File: src/rtl/fb_arb_pkg.sv
// fb_arbiter shared types: slot encoding and posted-write entry.
package fb_arb_pkg;

    localparam int FB_DW = 48;
    localparam int FB_AW = 15;

    typedef enum logic [1:0] {
        SLOT_IDLE,
        SLOT_READ,
        SLOT_WRITE,
        SLOT_FORCE
    } slot_e;

    typedef struct packed {
        logic [FB_AW-1:0] addr;
        logic [FB_DW-1:0] data;
    } wr_entry_t;

endpackage

File: src/rtl/fb_wr_fifo.sv
// Posted-write FIFO; exposes all entries oldest-first for address compare.
module fb_wr_fifo
    import fb_arb_pkg::*;
#(
    parameter int DEPTH = 4
) (
    input  logic                    clk_in,
    input  logic                    rst,
    input  logic                    push,
    input  logic                    pop,
    input  wr_entry_t               din,
    output wr_entry_t               head,
    output logic                    full,
    output logic                    empty,
    output logic [$clog2(DEPTH):0]  count,
    output wr_entry_t [DEPTH-1:0]   ents,
    output logic [DEPTH-1:0]        ent_valid
);

    localparam int PW = $clog2(DEPTH);

    logic [PW:0] wp;
    logic [PW:0] rp;
    wr_entry_t   mem [DEPTH];

    always_ff @(posedge clk_in) begin
        if (rst) begin
            wp <= '0;
            rp <= '0;
        end else begin
            if (push) wp <= wp + 1'b1;
            if (pop)  rp <= rp + 1'b1;
        end
    end

    always_ff @(posedge clk_in) begin
        if (push) mem[wp[PW-1:0]] <= din;
    end

    assign empty = (wp == rp);
    assign full  = (wp[PW] != rp[PW]) && (wp[PW-1:0] == rp[PW-1:0]);
    assign count = wp - rp;
    assign head  = mem[rp[PW-1:0]];

    // Index 0 is the head; higher indices are progressively newer.
    always_comb begin
        ents      = '0;
        ent_valid = '0;
        for (int i = 0; i < DEPTH; i++) begin
            ents[i]      = mem[rp[PW-1:0] + PW'(i)];
            ent_valid[i] = ((PW+1)'(i) < count);
        end
    end

endmodule

File: src/rtl/fb_arbiter.sv
// Frame-buffer RAM arbiter: display reads first, posted host writes drain idle slots.
// Define FB_ARB_BYPASS_EN to forward pending FIFO data to reads of the same address.
module fb_arbiter
    import fb_arb_pkg::*;
#(
    parameter int DATA_WIDTH = FB_DW,
    parameter int ADDR_WIDTH = FB_AW,
    parameter int FIFO_DEPTH = 4,
    parameter int STARVE_MAX = 8
) (
    input  logic                  clk_in,
    input  logic                  rst,
    input  logic                  rd_req,
    input  logic [ADDR_WIDTH-1:0] rd_addr,
    output logic                  rd_gnt,
    output logic                  rd_valid,
    output logic [DATA_WIDTH-1:0] rd_data,
    input  logic                  wr_valid,
    output logic                  wr_ready,
    input  logic [ADDR_WIDTH-1:0] wr_addr,
    input  logic [DATA_WIDTH-1:0] wr_data,
    output logic [ADDR_WIDTH-1:0] ram_addr,
    output logic                  ram_we,
    output logic [DATA_WIDTH-1:0] ram_wdata,
    input  logic [DATA_WIDTH-1:0] ram_rdata
);

    localparam int SW = $clog2(STARVE_MAX + 1);

    slot_e                          slot;
    logic                           force_wr;
    logic [SW-1:0]                  starve;
    logic                           push;
    logic                           pop;
    logic                           fifo_full;
    logic                           fifo_empty;
    logic [$clog2(FIFO_DEPTH):0]    fifo_count;
    wr_entry_t                      din;
    wr_entry_t                      head;
    wr_entry_t [FIFO_DEPTH-1:0]     ents;
    logic [FIFO_DEPTH-1:0]          ent_valid;

    assign din      = '{addr: wr_addr, data: wr_data};
    assign wr_ready = !fifo_full;
    assign push     = wr_valid && !fifo_full;

    fb_wr_fifo #(.DEPTH(FIFO_DEPTH)) u_fifo (
        .clk_in    (clk_in),
        .rst       (rst),
        .push      (push),
        .pop       (pop),
        .din       (din),
        .head      (head),
        .full      (fifo_full),
        .empty     (fifo_empty),
        .count     (fifo_count),
        .ents      (ents),
        .ent_valid (ent_valid)
    );

    assign force_wr = (starve == SW'(STARVE_MAX));

    always_comb begin
        slot = SLOT_IDLE;
        if (!rst) begin
            if (force_wr && !fifo_empty)     slot = SLOT_FORCE;
            else if (rd_req && !force_wr)    slot = SLOT_READ;
            else if (!rd_req && !fifo_empty) slot = SLOT_WRITE;
        end
    end

    always_comb begin
        rd_gnt    = 1'b0;
        pop       = 1'b0;
        ram_we    = 1'b0;
        ram_addr  = '0;
        ram_wdata = '0;
        unique case (slot)
            SLOT_READ: begin
                rd_gnt   = 1'b1;
                ram_addr = rd_addr;
            end
            SLOT_WRITE, SLOT_FORCE: begin
                pop       = 1'b1;
                ram_we    = 1'b1;
                ram_addr  = head.addr;
                ram_wdata = head.data;
            end
            default: ;
        endcase
    end

    // Counts reads that overtook a waiting write; a pop or empty FIFO resets it.
    always_ff @(posedge clk_in) begin
        if (rst)
            starve <= '0;
        else if (pop || fifo_empty)
            starve <= '0;
        else if (slot == SLOT_READ && !force_wr)
            starve <= starve + 1'b1;
    end

    always_ff @(posedge clk_in) begin
        if (rst) rd_valid <= 1'b0;
        else     rd_valid <= rd_gnt;
    end

`ifdef FB_ARB_BYPASS_EN
    logic                  byp_hit;
    logic [DATA_WIDTH-1:0] byp_data;
    logic                  byp_hit_q;
    logic [DATA_WIDTH-1:0] byp_data_q;
    logic                  unused_view;

    always_comb begin
        byp_hit  = 1'b0;
        byp_data = '0;
        for (int i = 0; i < FIFO_DEPTH; i++) begin
            if (ent_valid[i] && !(pop && i == 0) && ents[i].addr == rd_addr) begin
                byp_hit  = 1'b1;
                byp_data = ents[i].data;
            end
        end
    end

    always_ff @(posedge clk_in) begin
        if (rst) begin
            byp_hit_q  <= 1'b0;
            byp_data_q <= '0;
        end else begin
            byp_hit_q  <= rd_gnt && byp_hit;
            byp_data_q <= byp_data;
        end
    end

    assign rd_data     = !rd_valid ? '0 : (byp_hit_q ? byp_data_q : ram_rdata);
    assign unused_view = ^fifo_count;
`else
    logic unused_view;

    assign rd_data     = rd_valid ? ram_rdata : '0;
    assign unused_view = ^{fifo_count, ents, ent_valid};
`endif

endmodule

File: config.mk
export PLATFORM = sky130hd
export DESIGN_NAME = fb_arbiter
export DESIGN_NICKNAME = d
export VERILOG_FILES = /design/src/rtl/fb_arb_pkg.sv /design/src/rtl/fb_wr_fifo.sv /design/src/rtl/fb_arbiter.sv
export SDC_FILE = /design/constraint.sdc
export NUM_CORES = 1
export LEC_CHECK = 0
export CAP_MARGIN = 20
export CELL_PAD_IN_SITES_DETAIL_PLACEMENT = 2
export CELL_PAD_IN_SITES_GLOBAL_PLACEMENT = 2
export CORE_MARGIN = 3
export CORE_UTILIZATION = 37
export CTS_BUF_LIST = sky130_fd_sc_hd__clkbuf_16
export DETAILED_ROUTE_END_ITERATION = 10
export GPL_TIMING_DRIVEN = 0
export PLACE_DENSITY = 0.81
export RECOVER_POWER = 100
export SYNTH_ARGS = -nofsm -noshare
export SYNTH_HDL_FRONTEND = slang
export SYNTH_SLANG_ARGS = --single-unit
File: constraint.sdc
create_clock -name clk_in -period 3.4 [get_ports clk_in]
set_clock_uncertainty 0.05 [all_clocks]
set_input_delay 0.51 -clock clk_in [delete_from_list [all_inputs] [get_ports clk_in]]
set_output_delay 0.51 -clock clk_in [all_outputs]
set_load 0.03 [all_outputs]
==> results of run 1 <==
## path summary, 6_finish.rpt
check | start | endpoint | slack, ns
worst max-delay path | u_fifo.wp[0] | ram_wdata[6] | 0.21
worst min-delay path | rst | rd_valid | 0.31
worst max register to register | u_fifo.wp[1] | u_fifo.mem[1][11] | 0.43
worst min register to register | starve[0] | starve[0] | 0.42
## cells in the mapped netlist (2+ instances only)
cell      number
nand3_1        3
and2_1        53
inv_1          6
a22oi_1       15
xor2_1         2
xnor2_1        6
mux2i_1        2
mux4_2        63
buf_6          2
edfxtp_1     252
nor2_1        24
a21oi_1        2
ha_1           7
buf_2          8
buf_1          2
buf_4          4
dfxtp_1       13
nor2b_1       40
nand3b_1       3
clkbuf_1      13
nor2b_4       10
## cell families (layout without fill, tap and decap cells)
family | after synthesis | after routing | synth area share
DFF | 265 | 265 | 0.735
adders and majority gates | 7 | 7 | 0.00822
muxes | 65 | 65 | 0.135
and+or+nand+nor | 136 | 136 | 0.0815
xor gates and xnor gates | 8 | 8 | 0.00658
AOI/OAI and AO/OA | 21 | 21 | 0.0160
other | 0 | 5 | 0
buffers and inverters | 37 | 337 | 0.0180
## sequential cells by signal, indices dropped and copies added (netlist names), named ones only
register	flops
u_fifo.rp	3
u_fifo.wp	3
rd_valid	1
starve	4
u_fifo.mem	252
## through the flow
stage	power [W]	setup slack, ns
final	0.00844	0.211
after CTS	0.00864	0.00391
after floorplan	0.00494	0.469
after global placement	0.00554	-1.37
after global routing	0.00880	0.0413
after detailed placement	0.00563	0.150
## cell type report
class	instances	area (µm²)
Tap cell	378	473
Fill cell	2555	13700
Antenna cell	5	12.5
Sequential cell	265	7830
Buffer	31	183
Inverter	6	22.5
Clock buffer	29	726
Multi-Input combinational cell	237	2590
Timing Repair Buffer	247	2340
Clock inverter	24	195
## per-layer routing
metal,up-vias,share of wire,global-route usage,routed length (µm)
met5,-,0.0014,0,41
met4,6,0.010,0.0271,304
met3,34,0.073,0.0573,2190
met2,236,0.51,0.347,15400
met1,3151,0.40,0.227,12000
li1,2684,-,-,-
## worst max-delay path: stages (launching register included)
cell and delay [ns]:
dfxtp_1 0.48, xnor2_2 0.14, a32oi_2 0.27, nand2b_2 0.18, buf_6 0.20, nor2b_1 0.13, clkdlybuf4s50_1 0.69
## where the power goes
| part | switching [W] | leakage, nW | internal [W] |
|---|---|---|---|
| Sequential | 0.0000572 | 2.42 | 0.00376 |
| Combinational | 0.000856 | 2.17 | 0.000746 |
| Clock | 0.00125 | 0.467 | 0.00178 |
| Total | 0.00216 | 5.06 | 0.00628 |
## repair_timing
action / 4_1_cts / 5_1_grt
setup endpoints to repair: 56 / 20
hold buffers: 0 / 0
gates resized for setup: 48 / 21
setup buffers: 0 / 0
==> summary.md, run 1 <==
| Metric | Value |
|---|---|
| Setup Crit Path Kind | `reg -> out` |
| Post-route DRC | `0` |
| Total congestion overflow | `0` |
| Root Driver | `clkbuf_16` |
| Most common cell after layout, fill and taps aside | `edfxtp_1` |
| Worst Hold Depth | `2` |
| Worst hold slack | `0.311 ns` |
| Port bufs | `243` |
| Power density cells | `587 nW/µm²` |
| Largest net degree at the start of global routing | `41` |
| Part of the cycle the worst path needs | `0.938` |
| H-tree depth | `1` |
| Mapped Area | `10,700 µm²` |
| Syn Nets | `676` |
| Syn Inst Count | `539` |
| Inst Count DP | `1,164` |
| Setup TNS | `0 ns` |
| DR pass1 iterations | `4` |
| Vias in the first global route | `7,049` |
| Initial DRC Count | `287` |
| CTS Buffer Depth | `3` |
| Slew Viols, Final | `0` |
| # IOs | `245` |
| FP Rows | `61` |
| Max frequency | `314 MHz` |
| Via-to-Cell Ratio | `5.00` |
| Wire per inst | `24.5 µm` |
| CTS buffer count | `29` |
| Min Tclk post-route | `3.19 ns` |
| Die X | `176 µm` |
| Initial antenna violation count | `8` |
| Crit path max fanout | `10` |
| Starting density of the core | `0.379` |
| R2R cell count | `4` |
| Fin cells | `1,222` |
| Worst path required time | `2.84 ns` |
| GP Congestion | `0.847` |
| Post-Syn Area per Cell | `19.8 µm²` |
| Distinct cell type count after synthesis | `30` |
| Via count | `6,111` |
| Synth area leaders | `edfxtp_1 (71%), mux4_2 (13%), and2_1 (3.1%)` |
| Layout area overhead | `34.9%` |
| Fin. Hold Viols | `0` |
| Post-layout util | `0.512` |
| Dpl hpwl | `20,600 µm` |
| VDD IR max | `0.488 mV` |
| Cell taking the most area after synthesis | `edfxtp_1` |
| TritonCTS clock tree | `yes` |
| Type of origin of the critical path | `register` |
| Die Area | `30,900 µm²` |
| FF+latch count, synth | `265` |
| Final setup viols | `0` |
| Max-slew headroom | `0.372` |
| Worst-Margin Slew | `0.942 ns` |
| P_leak | `5.06 nW` |
| Worst skew pair latency | `0.53 ns` |
| Most frequent cells in the layout | `edfxtp_1 (252), dlygate4sd3_1 (116), clkdlybuf4s50_1 (69), mux4_2 (63), and2_1 (48)` |
| Ys flop type | `edfxtp_1` |
| Critical Path AT | `2.63 ns` |
| Core footprint | `28,100 µm²` |
| Fin nets | `954` |
| Routed Antenna Nets | `0` |
| GRT Util Overall | `0.190` |
| Clock Pin Slew Worst Setup and Hold Paths | `0.06 ns` |
| Status | `completed` |
| RSZ-0062 raised after global routing | `no` |
| CTS Sinks | `265` |
| Global-route wire length before repair | `44,800 µm` |
| Nature of the critical path endpoint | `output pin` |
| Dpl cell area | `13,700 µm²` |
| Post-synthesis sequential area ratio | `0.735` |
| Yosys warnings | `0` |
| Number of synthesized flops with an enable pin | `252` |
| Fraction of registers with async set or reset after synthesis | `0` |
| Layout cell share with drive strength beyond 1 | `0.178` |
| Die outline height | `176 µm` |
| Final Routed Wirelength | `29,900 µm` |
| Final instance area | `14,400 µm²` |
| Worst hold path type | `in -> reg` |
| Top cell type's share of synthesized area | `0.710` |
| Max-Cap Viols | `0` |
Power figures use the tool's default switching activity.
==> run 2: changes to the inputs <==
Settings changed: CORE_MARGIN 3 to 1.5, CORE_UTILIZATION 37 to 38, CTS_BUF_LIST sky130_fd_sc_hd__clkbuf_16 to sky130_fd_sc_hd__clkbuf_4 sky130_fd_sc_hd__clkbuf_8, PLACE_DENSITY 0.81 to 0.82.
==> run 2 against run 1 <==
Effect of this change:
- maximum frequency decreased by 1.3%
- combinational power about the same
- clock power decreased by 8.6%
- sequential share of layout area increased by 0.29 points
- global-route usage increased by 0.77 points
- utilization increased by 0.43 points
- clock-buffer cell count increased by 30
- final cell count increased by 2.1%
- design area decreased by 0.52%
- wire length decreased by 5.5%
- via count increased by 0.31%
==> summary.md, run 2 (synthesized netlist as in run 1, its figures left out) <==
| Metric | Value |
|---|---|
| Status | `completed` |
| Wire per inst | `22.7 µm (-7.5%)` |
| Most frequent cells in the layout | `edfxtp_1 (252), dlygate4sd3_1 (113), clkdlybuf4s50_1 (74), mux4_2 (63), and2_1 (50)` |
| Core footprint | `27,700 µm² (-1.4%)` |
| Slowest cell on crit path | `clkdlybuf4s50_1` |
| Global-route wire length before repair | `42,400 µm (-5.3%)` |
| Die outline height | `170 µm (-3.0%)` |
| Fin nets | `969 (+1.6%)` |
| Slew Viols, Final | `0 (unchanged)` |
| Clock Pin Slew Worst Setup and Hold Paths | `0.06 ns (about the same)` |
| Max-slew headroom | `0.377 (+0.00517)` |
| Power density cells | `570 nW/µm² (-2.9%)` |
| Worst-path cell chain | `xnor2_2 -> a32oi_2 -> nand2b_2 -> buf_6 -> nor2b_1 -> clkdlybuf4s50_1` |
| VDD IR max | `0.385 mV (-21%)` |
| Dpl hpwl | `19,400 µm (-6.1%)` |
| Layout fillers | `2,524 (-1.2%)` |
| Layout cell share with drive strength beyond 1 | `0.191 (+0.0132)` |
| Fin. Hold Viols | `0 (unchanged)` |
| Setup Crit Path Kind | `reg -> out` |
| Starting density of the core | `0.385 (+0.00522)` |
| Flop2flop setup slack | `0.25 ns (-0.18 ns)` |
| Largest net degree at the start of global routing | `50 (+22%)` |
| GP Congestion | `0.758 (-11%)` |
| Worst hold slack | `0.332 ns (+0.0205 ns)` |
| FP Rows | `61 (unchanged)` |
| Worst skew pair latency | `0.53 ns (about the same)` |
| CTS buffer count | `44 (+52%)` |
| Post-CTS sizing | `42 (-13%)` |
| CP top delay family | `buffers and inverters` |
| Slowest Stage Delay on Critical Path | `0.71 ns (+0.02 ns)` |
| GRT Util Overall | `0.198 (+0.00767)` |
| Max reg flops | `252 (unchanged)` |
| Multi-input gate area | `2570 µm² (-0.82%)` |
| CTS Sinks | `265 (unchanged)` |
| Final setup viols | `0 (unchanged)` |
| Die X | `170 µm (-3.0%)` |
| Type of origin of the critical path | `register` |
| Critical Path AT | `2.67 ns (+0.04 ns)` |
| DR pass1 iterations | `6 (+2)` |
| Die Area | `29,000 µm² (-5.9%)` |
| CTS Buffer Depth | `3 (unchanged)` |
| # IOs | `245 (unchanged)` |
| Root Driver | `clkbuf_8` |
| Setup TNS | `0 ns (unchanged)` |
| Routed Antenna Nets | `0 (unchanged)` |
| Max frequency | `310 MHz (-1.3%)` |
| Vias in the first global route | `7,051 (+0.028%)` |
| Crit path max fanout | `10 (unchanged)` |
| Post-route DRC | `0 (unchanged)` |
| Final Routed Wirelength | `28,300 µm (-5.5%)` |
| Initial DRC Count | `273 (-4.9%)` |
| CP Buf/Inv Count | `2 (unchanged)` |
| Post-CTS Setup Bufs | `0 (unchanged)` |
| Part of the cycle the worst path needs | `0.950 (+0.0123)` |
| Via-to-Cell Ratio | `4.91 (-1.8%)` |
| P_leak | `5.06 nW (about the same)` |
| Worst path required time | `2.84 ns (about the same)` |
| Worst hold path type | `in -> reg` |
| Max-Cap Viols | `0 (unchanged)` |
| TritonCTS clock tree | `yes` |
| Layout area overhead | `34.2%` |
| RSZ-0062 raised after global routing | `no` |
| Via count | `6,130 (+0.31%)` |
| Min Tclk post-route | `3.23 ns (+0.0419 ns)` |
| Port bufs | `243 (unchanged)` |
| Worst-Margin Slew | `0.934 ns (-0.00776 ns)` |
| FF+latch area | `7830 µm² (unchanged)` |
| Initial antenna violation count | `11 (+3)` |
| H-tree depth | `2 (+1)` |
| Total congestion overflow | `0 (unchanged)` |
| # hold bufs at CTS | `0 (unchanged)` |
| Nature of the critical path endpoint | `output pin` |
| Most common cell after layout, fill and taps aside | `edfxtp_1` |
-- run 2: changes by cell type in the layout (fill, tap and decap cells not counted), sizes merged --
cell / before / now
clkbuf: 63 / 98
buf: 17 / 13
clkinv: 18 / 16
dlygate4sd2: 41 / 34
inv: 8 / 7
clkdlybuf4s50: 69 / 74
dlygate4sd3: 116 / 113
bufinv: 3 / 2
dlymetal6s2s: 1 / 5
-- run 2: per-stage QoR --
stage / power, W / cells / setup slack (ns) / area [µm²] / utilization
final: 0.00816 / 1248 / 0.169 / 14300 / 0.516
after global routing: 0.00851 / 1246 / 0.00952 / 14300 / 0.516
after CTS: 0.00838 / 1243 / 0.00189 / 14500 / 0.523
after detailed placement: 0.00561 / 1164 / 0.182 / 13700 / 0.494
after global placement: 0.00553 / 1160 / -1.21 / 13600 / 0.489
after floorplan: 0.00494 / 539 / 0.469 / 10700 / -
-- run 2: routing by layer --
layer  GRT usage  part of all wire  up-vias
met3      0.0649             0.080       52
met5           0            0.0025        -
met1       0.222              0.38     3090
met4      0.0519             0.017       12
met2       0.361              0.52      262
li1            -                 -     2714
-- run 2: final cells by class --
type | instances | share of cell area
Antenna cell | 5 | 0.000875
Buffer | 31 | 0.0130
Clock buffer | 59 | 0.0502
Clock inverter | 20 | 0.00980
Inverter | 6 | 0.00157
Multi-Input combinational cell | 237 | 0.180
Sequential cell | 265 | 0.547
Tap cell | 378 | 0.0331
Timing Repair Buffer | 247 | 0.164
-- run 2: final timing paths --
check	start	end	cells after the start
max reg2reg	u_fifo.wp[1]	u_fifo.mem[0][7]	4
max	u_fifo.wp[0]	ram_wdata[1]	6
min reg2reg	starve[0]	starve[0]	1
min	rst	rd_valid	2
-- run 2: where the power goes --
group | switching, W | total [W] | internal [W]
clock | 0.00123 | 0.00276 | 0.00153
sequential | 0.0000541 | 0.00381 | 0.00376
combinational | 0.000837 | 0.00158 | 0.000746
-- run 2: worst register-to-register path, stage by stage, from the launching register on --
cell      delay, ns
dfxtp_1        0.42
xnor2_1        0.18
a31oi_1        0.61
and2_2         0.76
clkbuf_4       0.74
